File: src/rtl/reg_transfer_sequencer.sv
// Fetch/decode/execute sequencer for the shared-bus register datapath.
// Drives register write code, bus source, ALU op and memory handshake.
module reg_transfer_sequencer #(
  parameter int MEM_TIMEOUT = 255,
  parameter int CNT_W       = 8
) (
  input  logic       clk,
  input  logic       rst_n,
  input  logic       start,
  input  logic [7:0] ir_word,
  input  logic       z_flag,
  input  logic       mem_ack,
  output logic [3:0] wr_addr,
  output logic [3:0] bus_sel,
  output logic [1:0] alu_op,
  output logic       mem_req,
  output logic       mem_we,
  output logic       pc_inc,
  output logic       busy,
  output logic       done,
  output logic       error
);

  typedef enum logic [3:0] {
    S_IDLE,
    S_F1,
    S_F2,
    S_F3,
    S_DEC,
    S_EX1,
    S_EXW,
    S_HALT,
    S_ERR
  } state_t;

  localparam logic [3:0] R_AC  = 4'd10;
  localparam logic [3:0] R_PC  = 4'd11;
  localparam logic [3:0] R_MDR = 4'd12;
  localparam logic [3:0] R_MAR = 4'd13;
  localparam logic [3:0] R_IR  = 4'd14;
  localparam logic [3:0] R_MEM = 4'd15;

  localparam logic [3:0] OP_LDAC  = 4'h1;
  localparam logic [3:0] OP_STAC  = 4'h2;
  localparam logic [3:0] OP_ADD   = 4'h3;
  localparam logic [3:0] OP_SUB   = 4'h4;
  localparam logic [3:0] OP_LOAD  = 4'h5;
  localparam logic [3:0] OP_STORE = 4'h6;
  localparam logic [3:0] OP_JMP   = 4'h7;
  localparam logic [3:0] OP_JMPZ  = 4'h8;
  localparam logic [3:0] OP_MVMAR = 4'h9;
  localparam logic [3:0] OP_HALT  = 4'hF;

  // Last counter value before the timeout fires; unused when disabled.
  localparam logic [CNT_W-1:0] TO_LAST =
    CNT_W'((MEM_TIMEOUT > 0) ? MEM_TIMEOUT - 1 : 0);

  state_t           state;
  logic [7:0]       ir_q;
  logic [CNT_W-1:0] wait_cnt;

  logic [3:0] opc;
  logic [3:0] opr;
  logic       reg_op;
  logic       bad_op;
  logic       bad_reg;
  logic       dec_legal;
  logic       timed_out;
  logic [3:0] wr_raw;
  logic [3:0] bus_raw;

  assign opc = ir_q[7:4];
  assign opr = ir_q[3:0];

  assign reg_op = ir_word[7:4] inside
    {OP_LDAC, OP_STAC, OP_ADD, OP_SUB, OP_MVMAR};
  assign bad_op = ir_word[7:4] inside {[4'hA:4'hE]};
  assign bad_reg = reg_op &&
    (ir_word[3:0] == 4'd0 || ir_word[3:0] == 4'd15);
  assign dec_legal = !(bad_op || bad_reg);

  // An ack in the final wait cycle is checked first, so it wins.
  assign timed_out = (MEM_TIMEOUT != 0) && (wait_cnt == TO_LAST);

  // Sequencer state, latched instruction and memory wait counter.
  always_ff @(posedge clk or negedge rst_n) begin
    if (!rst_n) begin
      state    <= S_IDLE;
      ir_q     <= '0;
      wait_cnt <= '0;
    end else begin
      case (state)
        S_IDLE: if (start) state <= S_F1;
        S_F1: begin
          state    <= S_F2;
          wait_cnt <= '0;
        end
        S_F2: begin
          wait_cnt <= wait_cnt + CNT_W'(1);
          if (mem_ack)        state <= S_F3;
          else if (timed_out) state <= S_ERR;
        end
        S_F3: state <= S_DEC;
        S_DEC: begin
          ir_q  <= ir_word;
          state <= dec_legal ? S_EX1 : S_ERR;
        end
        S_EX1: begin
          case (opc)
            OP_LOAD, OP_STORE: begin
              state    <= S_EXW;
              wait_cnt <= '0;
            end
            OP_HALT: state <= S_HALT;
            default: state <= S_F1;
          endcase
        end
        S_EXW: begin
          wait_cnt <= wait_cnt + CNT_W'(1);
          if (mem_ack)        state <= S_F1;
          else if (timed_out) state <= S_ERR;
        end
        S_HALT: if (start) state <= S_F1;
        S_ERR: state <= S_ERR;
        default: state <= S_IDLE;
      endcase
    end
  end

  // Output decode from state, plus the ack-cycle MDR capture.
  always_comb begin
    wr_raw  = '0;
    bus_raw = '0;
    alu_op  = 2'b00;
    mem_req = 1'b0;
    mem_we  = 1'b0;
    pc_inc  = 1'b0;
    busy    = 1'b0;
    done    = 1'b0;
    error   = 1'b0;
    case (state)
      S_F1: begin
        busy    = 1'b1;
        bus_raw = R_PC;
        wr_raw  = R_MAR;
      end
      S_F2: begin
        busy    = 1'b1;
        mem_req = 1'b1;
        if (mem_ack) begin
          bus_raw = R_MEM;
          wr_raw  = R_MDR;
        end
      end
      S_F3: begin
        busy    = 1'b1;
        pc_inc  = 1'b1;
        bus_raw = R_MDR;
        wr_raw  = R_IR;
      end
      S_DEC: busy = 1'b1;
      S_EX1: begin
        busy = 1'b1;
        case (opc)
          OP_LDAC: begin
            bus_raw = opr;
            wr_raw  = R_AC;
          end
          OP_STAC: begin
            bus_raw = R_AC;
            wr_raw  = opr;
          end
          OP_ADD: begin
            bus_raw = opr;
            alu_op  = 2'b01;
            wr_raw  = R_AC;
          end
          OP_SUB: begin
            bus_raw = opr;
            alu_op  = 2'b10;
            wr_raw  = R_AC;
          end
          OP_JMP: begin
            bus_raw = R_MDR;
            wr_raw  = R_PC;
          end
          OP_JMPZ: begin
            if (z_flag) begin
              bus_raw = R_MDR;
              wr_raw  = R_PC;
            end
          end
          OP_MVMAR: begin
            bus_raw = opr;
            wr_raw  = R_MAR;
          end
          default: ;
        endcase
      end
      S_EXW: begin
        busy    = 1'b1;
        mem_req = 1'b1;
        if (opc == OP_STORE) begin
          mem_we  = 1'b1;
          bus_raw = R_MDR;
        end else if (mem_ack) begin
          bus_raw = R_MEM;
          wr_raw  = R_MDR;
        end
      end
      S_HALT: done  = 1'b1;
      S_ERR:  error = 1'b1;
      default: ;
    endcase
  end

  // A register never sources the bus in the cycle it is written.
  assign wr_addr = wr_raw;
  assign bus_sel =
    (wr_raw != 4'd0 && bus_raw == wr_raw) ? 4'd0 : bus_raw;

endmodule

File: config.mk
export PLATFORM = sky130hd
export DESIGN_NAME = reg_transfer_sequencer
export DESIGN_NICKNAME = d
export VERILOG_FILES = /design/src/rtl/reg_transfer_sequencer.sv
export SDC_FILE = /design/constraint.sdc
export NUM_CORES = 1
export LEC_CHECK = 0
export ABC_AREA = 1
export BUFFER_PORTS_ARGS = -buffer_cell sky130_fd_sc_hd__buf_4
export CORE_UTILIZATION = 30
export CTS_BUF_LIST = sky130_fd_sc_hd__clkbuf_4 sky130_fd_sc_hd__clkbuf_8
export DETAILED_ROUTE_END_ITERATION = 6
export PLACE_DENSITY = 0.46
export RECOVER_POWER = 25
export SLEW_MARGIN = 20
export SYNTH_ARGS = -nofsm -noshare
export SYNTH_HDL_FRONTEND = slang
export SYNTH_SLANG_ARGS = --single-unit
File: constraint.sdc
create_clock -name clk -period 5.25 [get_ports clk]
set_clock_uncertainty 0.1 [all_clocks]
set_input_delay 0.7875 -clock clk [delete_from_list [all_inputs] [get_ports clk]]
set_output_delay 0.7875 -clock clk [all_outputs]
set_load 0.05 [all_outputs]
## Word-level counts from Yosys, hierarchy flattened

Index checks and enable logic that the tools add are counted.

| operators by class | value |
|---|---|
| $lt $le $gt $ge | 2 |
| mux-type cells | 29 |
| $add $sub $neg | 1 |
| eq/ne operators | 28 |
| reduce and logical (&&, ||, !) cells | 17 |

Operators by type and width:

| cell | count |
|---|---|
| 4-bit one-hot mux with 5 select lines | 3 |
| 4-bit 2-to-1 mux | 12 |
| 4-bit by 3-bit == test with 1-bit output, second input constant | 9 |
| 4-bit one-hot mux with 8 select lines | 1 |
| 4-bit by 2-bit == test with 1-bit output, second input constant | 6 |
| 4-bit == test, second input constant | 6 |
| 8-bit one-hot mux with 3 select lines | 1 |
| 4-bit one-hot mux with 4 select lines | 1 |
| 4-bit by 1-bit == test with 1-bit output, second input constant | 3 |
| 8-bit by 1-bit adder with 8-bit output, second input constant | 1 |
| 8-bit == test, second input constant | 1 |
| 4-bit logical NOT | 2 |
| 8-bit 2-to-1 mux | 1 |
| 1-bit 2-to-1 mux | 7 |
| 3-bit one-hot mux with 2 select lines | 1 |
| 2-bit OR reduction | 3 |
| 6-bit OR reduction | 1 |
| 5-bit nonzero test | 1 |
| 4-bit == test | 1 |
| 4-bit greater-or-equal comparator, second input constant | 1 |
| 4-bit <= comparator, second input constant | 1 |
| 2-bit by 1-bit inequality test with 1-bit output, second input constant | 2 |
| 2-bit one-hot mux with 2 select lines | 1 |
| 4-bit nonzero test | 1 |
| 7 further kinds | 10 |

| storage, ports and cells | value |
|---|---|
| bits of input ports | 13 |
| output and inout port bits | 16 |
| word-level logic and storage cells | 80 |
| register bits after elaboration | 20 |

## Logic depth before layout (Yosys ltp)

Gate-level depths: netlist of run 1.

| logic depth | value |
|---|---|
| depth after elaboration | 7 |
| mapped depth | 15 |
| mapped depth without buffers | 15 |

## Worst setup path after synthesis of run 1

OpenSTA, ideal clock, no wires.

| timing | value |
|---|---|
| path type | reg-to-output |
| start | reg state[3] |
| end | out bus_sel[0] |
| path slack | 2.216 ns |
| arrival time | 2.147 ns |
| cell stages (with the launch flop) | 14 |
| required time | 4.363 ns |
| path buffers | 0 |
| cells stage by stage | dfrtp_1 nor2_2 nand2_1 nor2_2 nor2_2 nand2_1 clkinv_1 nand2_1 nand2_1 nand2_1 nor2_2 nand3_2 nand2_1 inv_1 |

| between the ends | value |
|---|---|
| longest elaborated chain between the ends | 5 |
| elaborated cells between the ends (all ways) | 11 |
| those cells by class | eq/ne (6); mux (3); reduce/logical (2) |

Ends and longest elaborated chain:

| element | RTL line | RTL |
|---|---|---|
| start, declared | 58 | `state_t state;` |
| start signal, assigned | 106 | `state <= dec_legal ? S_EX1 : S_ERR;` |
| 4-bit by 3-bit == test with 1-bit output, or another cell as far along | 141 | `case (state)` |
| 4-bit one-hot mux with 5 select lines | 141 |  |
| 4-bit == test or 4-bit nonzero test (tied branches) | 220 | `(wr_raw != 4'd0 && bus_raw == wr_raw) ? 4'd0 : bus_raw;` |
| 1-bit logical AND | 220 |  |
| 4-bit 2-to-1 mux (*) | 220 |  |
| end, declared | 14 | `output logic [3:0] bus_sel,` |

Every way passes the cells marked *; elsewhere a longest branch is shown, timed or not.

## Worst setup path in the final report of run 1

| timing | value |
|---|---|
| start | reg state[3] |
| end | out bus_sel[2] |

The elaborated chain is that of the path after synthesis.

==> results.yml, run 1 <==
drt:
  highest_layer: "met4"
  dr_total_vias: 1541
  wl_met2_um: 1603
  drc: 0
  antenna_left: 0
  wl_per_cell_um: 11.31
  drt-pass1-iter-count: 4
  drt_wl_total_um: 3901
  wl_met1_um: 2153
  wl_met3_um: 108
  dr.first_iter.drc_count: 29
  via_per_inst: 4.467
finish:
  final_area_um2: 1926
  seqCellArea_um2: 500.5
  fill_cells: 591
  final_nets: 291
  final_common_cell: "nand2_1"
  syn2layout_area_growth_pct: 20.99
  stdcell_count: 345
  drive_gt1_share_pct: 22.55
  multi_input_area_um2: 933.4
  antennaDiodeCount: 0
  layout_common_cells: "74 x nand2_1, 28 x inv_1, 28 x nor2_1"
clock_network:
  cts_resized: 0
  post-cts-setup-buffers: 0
  htreeDepth: 1
  cts.sinks: 20
  holdBufCountCts: 0
  cts_tree: "built"
  worstSkewPairLatency_ns: 0.27
  cts_buffers: 3
  clk_pin_slew_ns: 0.08
  cts_buffer_depth: 2
  root_buffer: "clkbuf_8"
timing:
  rsz0062_at_grt: "no"
  tightest_slew_ns: 1.140
  fmax_mhz: 313.1
  tns_ns: 0
  drv_slew: 0
  slew_headroom_pct: 23.97
  setup_viol_count_final: 0
  period_share_pct: 60.84
  layout_min_cycle_time_ns: 3.194
  hold_viol: 0
synth:
  synth.avg_cell_area_um2: 6.496
  synth-seq-cells: 20
  yosysWarnings: 0
  syn_area_um2: 1592
  ys_types: 31
  synth_nets: 260
  seq_area_frac_synth_pct: 31.45
  async_reset_ff_share_pct: 100.0
  syn-instance-count: 245
  synth_edf_count: 0
  ys.flop_type: "dfrtp_1"
placed_design:
  gp_congestion: 0.8205
  placedCellCount: 341
  placed_area_um2: 1874
  dp_hpwl_um: 3190
  port_buffers: 28
grt:
  grt_pass1_vias: 1450
  antenna_found_initial: 0
  grt-ovfl-total: 0
  grt_max_degree: 21
  grt.total_usage_pct: 15.99
  grt_pass1_wl_um: 6796
critical_path:
  crit_top_cell: "nand2_1"
  worstSetupPathType: "flip-flop to output port"
  timing.rr.end: "wait_cnt[6]"
  slowest_stage: "dfrtp_1"
  ff2ff_path_depth: 9
  worstSetupEndpointType: "output port"
  crit_fanout: 12
  r2r_start: "state[3]"
  crit_family: "simple AND/OR/NAND/NOR gates"
  critPathArrivalTime_ns: 2.31
  path_cells: "nor2_2, nand3_2, inv_2, nand2_1, nand3_2, clkinv_1, nand2_1, nand2_1, nor2_2, nand3_2, nand2_1, inv_1, buf_4"
  cp.required_ns: 4.36
  cp_slowest_stage_delay_ns: 0.48
  critPathBufInv: 4
  r2r_slack_ns: 3.26
  start_kind: "flip-flop"
die:
  die_area_um2: 5600
  io_pins: 29
  rows: 26
  core_area_um2: 5107
  die_w_um: 74.84
  start_util_pct: 31.16
  die_y_um: 74.84
power_and_ir_drop:
  p_per_area_nw_per_um2: 679.2
  vdd_ir_drop_max_mv: 0.3728
  finalPower_uw: 1308
  p_leak_uw: 0.001043
job:
  maxCapViolCount: 0
min_path:
  worstHoldStart: "ir_q[2]"
  hold_path_end: "ir_q[2]"
  hold_depth: 2
  holdCritPathClass: "flip-flop to flip-flop"
outcome:
  outcome: "finished clean"
-- worst max-delay path by stage --
stage / slack (ns) / cells past startpoint / end / startpoint
after floorplan: 2.22 / 13 / bus_sel[0] / state[3]
after global placement: 2.25 / 13 / bus_sel[1] / mem_ack
after detailed placement: 2.25 / 13 / bus_sel[2] / mem_ack
after CTS: 2.01 / 13 / bus_sel[2] / state[3]
after global routing: 1.81 / 13 / bus_sel[2] / state[3]
final: 2.06 / 13 / bus_sel[2] / state[3]
-- report_power, final --
group          leakage (uW)  total (uW)  internal (uW)  switching, uW
Clock             0.0000288         122           66.9           54.9
Combinational      0.000758         915            274            641
Sequential         0.000256         271            206           65.0
Total               0.00104        1310            547            761
-- synth_stat cells, types with 4 or more instances --
library cell   n  area [um2]
a21oi_1        7       35.03
dfrtp_1       20       500.5
inv_1         28       105.1
inv_2          8       30.03
nand2_1       74       277.8
nand2_2        5       31.28
nand3_1       14       70.07
nand3_2        5       50.05
nand4_1        4       25.02
nor2_1        28       105.1
nor2_2         7       43.79
o21ai_0       11       55.05
-- cell type report --
type                            count  area share, %
Tap cell                           70          4.548
Multi-Input combinational cell    185          48.47
Clock buffer                        4          2.859
Sequential cell                    20          25.99
Timing Repair Buffer               28          10.72
Inverter                           38          7.407
-- metrics by stage --
stage	util (%)	setup slack, ns	hold slack, ns
finish	37.70	2.056	0.4210
global route	37.70	1.810	0.4634
CTS	37.78	2.010	0.2944
floorplan	-	2.216	0.3741
detailed placement	36.70	2.251	0.4086
global placement	36.70	2.252	0.4080
-- sequential cells by signal (all words and copies together), names as in the netlist --
| signal | cells |
|---|---|
| ir_q | 8 |
| wait_cnt | 8 |
| state | 4 |
-- worst min-delay path, cell delays in order (launching register included) --
cell and delay, ns:
dfrtp_1 0.37, nand2_1 0.06, o21ai_0 0.06
-- per-layer routing --
| metal | vias to the layer above | track usage, % |
|---|---|---|
| met3 | 4 | 2.410 |
| met2 | 26 | 23.72 |
| met5 | - | 0 |
| li1 | 848 | - |
| met1 | 663 | 23.97 |
| met4 | 0 | 4.403 |
-- cell families (layout without fill, tap and decap cells) --
| logic type | count (synthesis) | in the layout | share of synthesized area, % |
|---|---|---|---|
| DFF | 20 | 20 | 31.45 |
| buffers and inverters | 40 | 70 | 9.906 |
| xor gates and xnor gates | 2 | 2 | 1.101 |
| AOI/OAI and AO/OA | 34 | 34 | 12.81 |
| and+or+nand+nor | 147 | 147 | 43.16 |
| adders and majority gates | 2 | 2 | 1.572 |
Power figures use the tool's default switching activity.
==> run 2, diff against run 1 <==
- PLACE_DENSITY: 0.46 -> 0.48
- clock period: 5.25 -> 2.9 ns (I/O delays scaled with it)
==> results.yml, run 2 (synthesis gave the netlist of run 1 again) <==
die:
  die_w_um: 74.84
  core_area_um2: 5107
  rows: 26
  die_y_um: 74.84
  io_pins: 29
  start_util_pct: 31.16
  die_area_um2: 5600
grt:
  grt_pass1_vias: 1451
  grt_max_degree: 21
  antenna_found_initial: 0
  grt_pass1_wl_um: 6644
  grt.total_usage_pct: 15.70
  grt-ovfl-total: 0
min_path:
  worstHoldStart: "mem_ack"
  hold_depth: 2
  holdCritPathClass: "input pin to flip-flop"
  hold_path_end: "state[3]"
finish:
  final_area_um2: 1951
  final_nets: 293
  final_common_cell: "nand2_1"
  layout_common_cells: "74 x nand2_1, 28 x inv_1, 28 x nor2_1, 28 x buf_4, 20 x dfrtp_1"
  syn2layout_area_growth_pct: 22.56
  reg_top3: "ir_q: 8 flops, wait_cnt: 8 flops, state: 4 flops"
  drive_gt1_share_pct: 22.74
  antennaDiodeCount: 0
placed_design:
  port_buffers: 28
  placed_area_um2: 1882
  gp_congestion: 0.8430
  dp_hpwl_um: 3108
timing:
  layout_min_cycle_time_ns: 2.646
  hold_ws_ns: 0.3152
  rsz0062_at_grt: "no"
  fmax_mhz: 377.9
  period_share_pct: 91.26
  slew_headroom_pct: 23.24
  setup_viol_count_final: 0
  tns_ns: 0
  drv_slew: 0
  tightest_slew_ns: 1.151
  hold_viol: 0
drt:
  via_per_inst: 4.533
  drt-pass1-iter-count: 4
  wl_per_cell_um: 11.07
  dr.first_iter.drc_count: 86
  drt_wl_total_um: 3842
  drc: 0
  dr_total_vias: 1573
  antenna_left: 0
critical_path:
  path_cells: "inv_2, nor2_1, nand2_1, nand2_1, nor2_2, nor2_4, nand2_2, nor2_1, nand2_1, nand2_1, nor2_2, nand3_2, nand2_1, inv_1, buf_4"
  critPathArrivalTime_ns: 2.11
  r2r_start: "state[3]"
  worstSetupEndpointType: "output port"
  crit_top_cell: "nand2_1"
  ff2ff_path_depth: 9
  crit_fanout: 6
  r2r_slack_ns: 0.99
  timing.rr.end: "wait_cnt[6]"
  critPathBufInv: 3
  cp.required_ns: 2.37
  cp_slowest_stage_delay_ns: 0.43
  worstSetupPathType: "flip-flop to output port"
  start_kind: "flip-flop"
  slowest_stage: "dfrtp_1"
  crit_family: "simple AND/OR/NAND/NOR gates"
job:
  maxCapViolCount: 0
clock_network:
  cts_buffers: 3
  cts.sinks: 20
  htreeDepth: 1
  cts_tree: "built"
  clk_pin_slew_ns: 0.08
  root_buffer: "clkbuf_8"
  post-cts-setup-buffers: 0
  cts_buffer_depth: 2
  worstSkewPairLatency_ns: 0.26
outcome:
  outcome: "finished clean"
power_and_ir_drop:
  p_per_area_nw_per_um2: 1214
  finalPower_uw: 2369
  p_leak_uw: 0.001053
  vdd_ir_drop_max_mv: 0.6572
-- run 2: cell count changes in the layout (fill, tap and decap cells not counted), sizes merged --
cell         delta
dlygate4sd3     +1
buf             +1
-- run 2: metal layers --
metal / global-route usage (%) / vias up / wire length (um)
met2: 23.72 / 34 / 1607
met1: 23.14 / 679 / 2048
met4: 4.403 / 0 / 31
li1: - / 856 / -
met3: 2.410 / 4 / 154
met5: 0 / - / 0
-- run 2: cell type report --
class,count,area (um2)
Fill cell,570,3157
Multi-Input combinational cell,185,938.4
Clock buffer,4,55.05
Tap cell,70,87.58
Timing Repair Buffer,30,224.0
Sequential cell,20,500.5
Inverter,38,145.1
-- run 2: through the flow --
stage	util, %	setup WS [ns]	std cells
2_1_floorplan	-	0.2182	245
3_3_place_gp	36.84	0.4926	342
3_5_place_dp	36.84	0.4199	342
4_1_cts	38.12	0.1161	347
5_1_grt	38.19	0.009287	347
6_report	38.19	0.2536	347
-- run 2: how the worst max path moves through the flow --
stage,startpoint,end,slack (ns),cells past startpoint
final,ir_q[6],bus_sel[2],0.25,15
after global routing,ir_q[6],bus_sel[2],0.009,16
after CTS,state[3],bus_sel[2],0.12,13
after detailed placement,state[3],bus_sel[2],0.42,13
after global placement,state[3],bus_sel[1],0.49,13
after floorplan,state[3],bus_sel[0],0.22,13
-- run 2: power breakdown --
group	switching, uW	internal, uW
clock network	94.6	121
logic	1150	508
registers	119	373
-- run 2: timing repair --
action | CTS | global route
resized for setup | 0 | 2
endpoints found under the hold margin | 20 | 0
hold buffers | 1 | 0
endpoints found under the setup margin | 0 | 4
==> run 3, diff against run 2 <==
- CORE_ASPECT_RATIO: default -> 2
==> results.yml, run 3 (synthesis gave the netlist of run 1 again) <==
finish:
  final_area_um2: 1933
  drive_gt1_share_pct: 23.47
  antennaDiodeCount: 0
  final_nets: 294
  syn2layout_area_growth_pct: 21.46
  final_common_cell: "nand2_1"
  reg_top3: "ir_q: 8 flops, wait_cnt: 8 flops, state: 4 flops"
  multi_input_area_um2: 940.9
  seqCellArea_um2: 501.7
  fill_cells: 566
  layout_common_cells: "74 x nand2_1, 29 x buf_4, 28 x inv_1"
critical_path:
  worstSetupEndpointType: "output port"
  critPathArrivalTime_ns: 2.17
  ff2ff_path_depth: 10
  cp.required_ns: 2.37
  start_kind: "flip-flop"
  worstSetupPathType: "flip-flop to output port"
  crit_fanout: 12
drt:
  antenna_left: 0
  drt_wl_total_um: 4323
  drc: 0
  dr.first_iter.drc_count: 20
  dr_total_vias: 1619
  wl_per_cell_um: 12.90
  via_per_inst: 4.833
  drt-pass1-iter-count: 6
die:
  die_w_um: 53.50
  start_util_pct: 30.97
  core_area_um2: 5139
  die_y_um: 105.0
  io_pins: 29
  rows: 37
  die_area_um2: 5618
timing:
  layout_min_cycle_time_ns: 2.710
  tns_ns: 0
  tightest_slew_ns: 1.090
  setup_viol_count_final: 0
  hold_ws_ns: 0.3234
  period_share_pct: 93.44
  slew_headroom_pct: 27.34
  fmax_mhz: 369.0
  hold_viol: 0
  drv_slew: 0
  rsz0062_at_grt: "no"
power_and_ir_drop:
  power_frac_seq_pct: 20.6
  power.internal_uw: 983.2
  p_leak_uw: 0.001049
  power.switching_uw: 1415
  p_per_area_nw_per_um2: 1240
  clkPwrFrac_pct: 7.5
  finalPower_uw: 2398
  vdd_ir_drop_max_mv: 0.8984
  switching_share_pct: 59.00
  pwr-share-comb_pct: 71.9
min_path:
  hold_depth: 2
  holdCritPathClass: "input pin to flip-flop"
placed_design:
  dp_hpwl_um: 3628
  gp_congestion: 0.7848
  port_buffers: 28
  placed_area_um2: 1867
grt:
  grt.total_usage_pct: 17.74
  grt-ovfl-total: 0
  grt_pass1_vias: 1680
  antenna_found_initial: 0
  grt_pass1_wl_um: 7389
  grt_max_degree: 21
clock_network:
  htreeDepth: 1
  cts.sinks: 20
  root_buffer: "clkbuf_8"
  cts_tree: "built"
  clk_pin_slew_ns: 0.07
  cts_buffers: 3
  cts_buffer_depth: 2
  worstSkewPairLatency_ns: 0.25
job:
  maxCapViolCount: 0
outcome:
  outcome: "finished clean"
[run 3: cell count changes in the layout (fill, tap and decap cells not counted), sizes merged]
cell,change
buf,+1
clkbuf,-1
[run 3: metal layers]
layer | GRT usage [%] | part of all wire (%)
met4 | 6.579 | 1.9
met5 | 0 | 0
met1 | 16.83 | 35
met3 | 1.019 | 1.2
met2 | 35.63 | 62
[run 3: layout make-up]
| type | instances | area share, % |
|---|---|---|
| clock buffers | 3 | 2.136 |
| well taps | 58 | 3.754 |
| multi-input cells | 185 | 48.67 |
| flip-flops and latches | 20 | 25.95 |
| inverters | 38 | 7.508 |
| repair buffers | 31 | 11.97 |
[run 3: power groups by stage]
stage               sequential [uW]  combinational [uW]  clock [uW]
finish                          493                1720         179
global route                    511                1900         194
CTS                             490                1720         186
detailed placement              495                1720           0
global placement                494                1720           0
floorplan                       466                1290           0
[run 3: repair_timing]
item,CTS,global route
endpoints found under the setup margin,0,4
hold buffers,1,0
hold endpoints to repair,20,0
gates resized for setup,0,4
buffers inserted,0,1
[run 3: final timing paths]
| path | start | slack, ns | end |
|---|---|---|---|
| max reg2reg | state[2] | 0.99 | wait_cnt[6] |
| min reg2reg | ir_q[0] | 0.42 | ir_q[0] |
| min in group asynchronous | rst_n | 0.80 | state[2] |
| max | state[3] | 0.19 | bus_sel[0] |
| max in group asynchronous | rst_n | 1.18 | state[3] |
| min | mem_ack | 0.32 | state[3] |
[run 3: worst max-delay path, cell delays in order (launching register included)]
cell	delay, ns
dfrtp_2	0.47
nor2_4	0.19
nand3_2	0.17
inv_4	0.17
nand2_1	0.09
nand3_2	0.11
clkinv_1	0.08
nand2_1	0.06
nand2_1	0.05
nor2_2	0.11
nand3_2	0.11
nand2_1	0.09
inv_1	0.04
buf_4	0.18
[run 3: through the flow]
step                utilization (%)  std cells  setup slack [ns]
floorplan                         -        245            0.2182
global placement              36.33        330            0.2964
detailed placement            36.33        330            0.3315
CTS                           37.33        334           0.04207
global route                  37.62        335          0.007558
finish                        37.62        335            0.1902
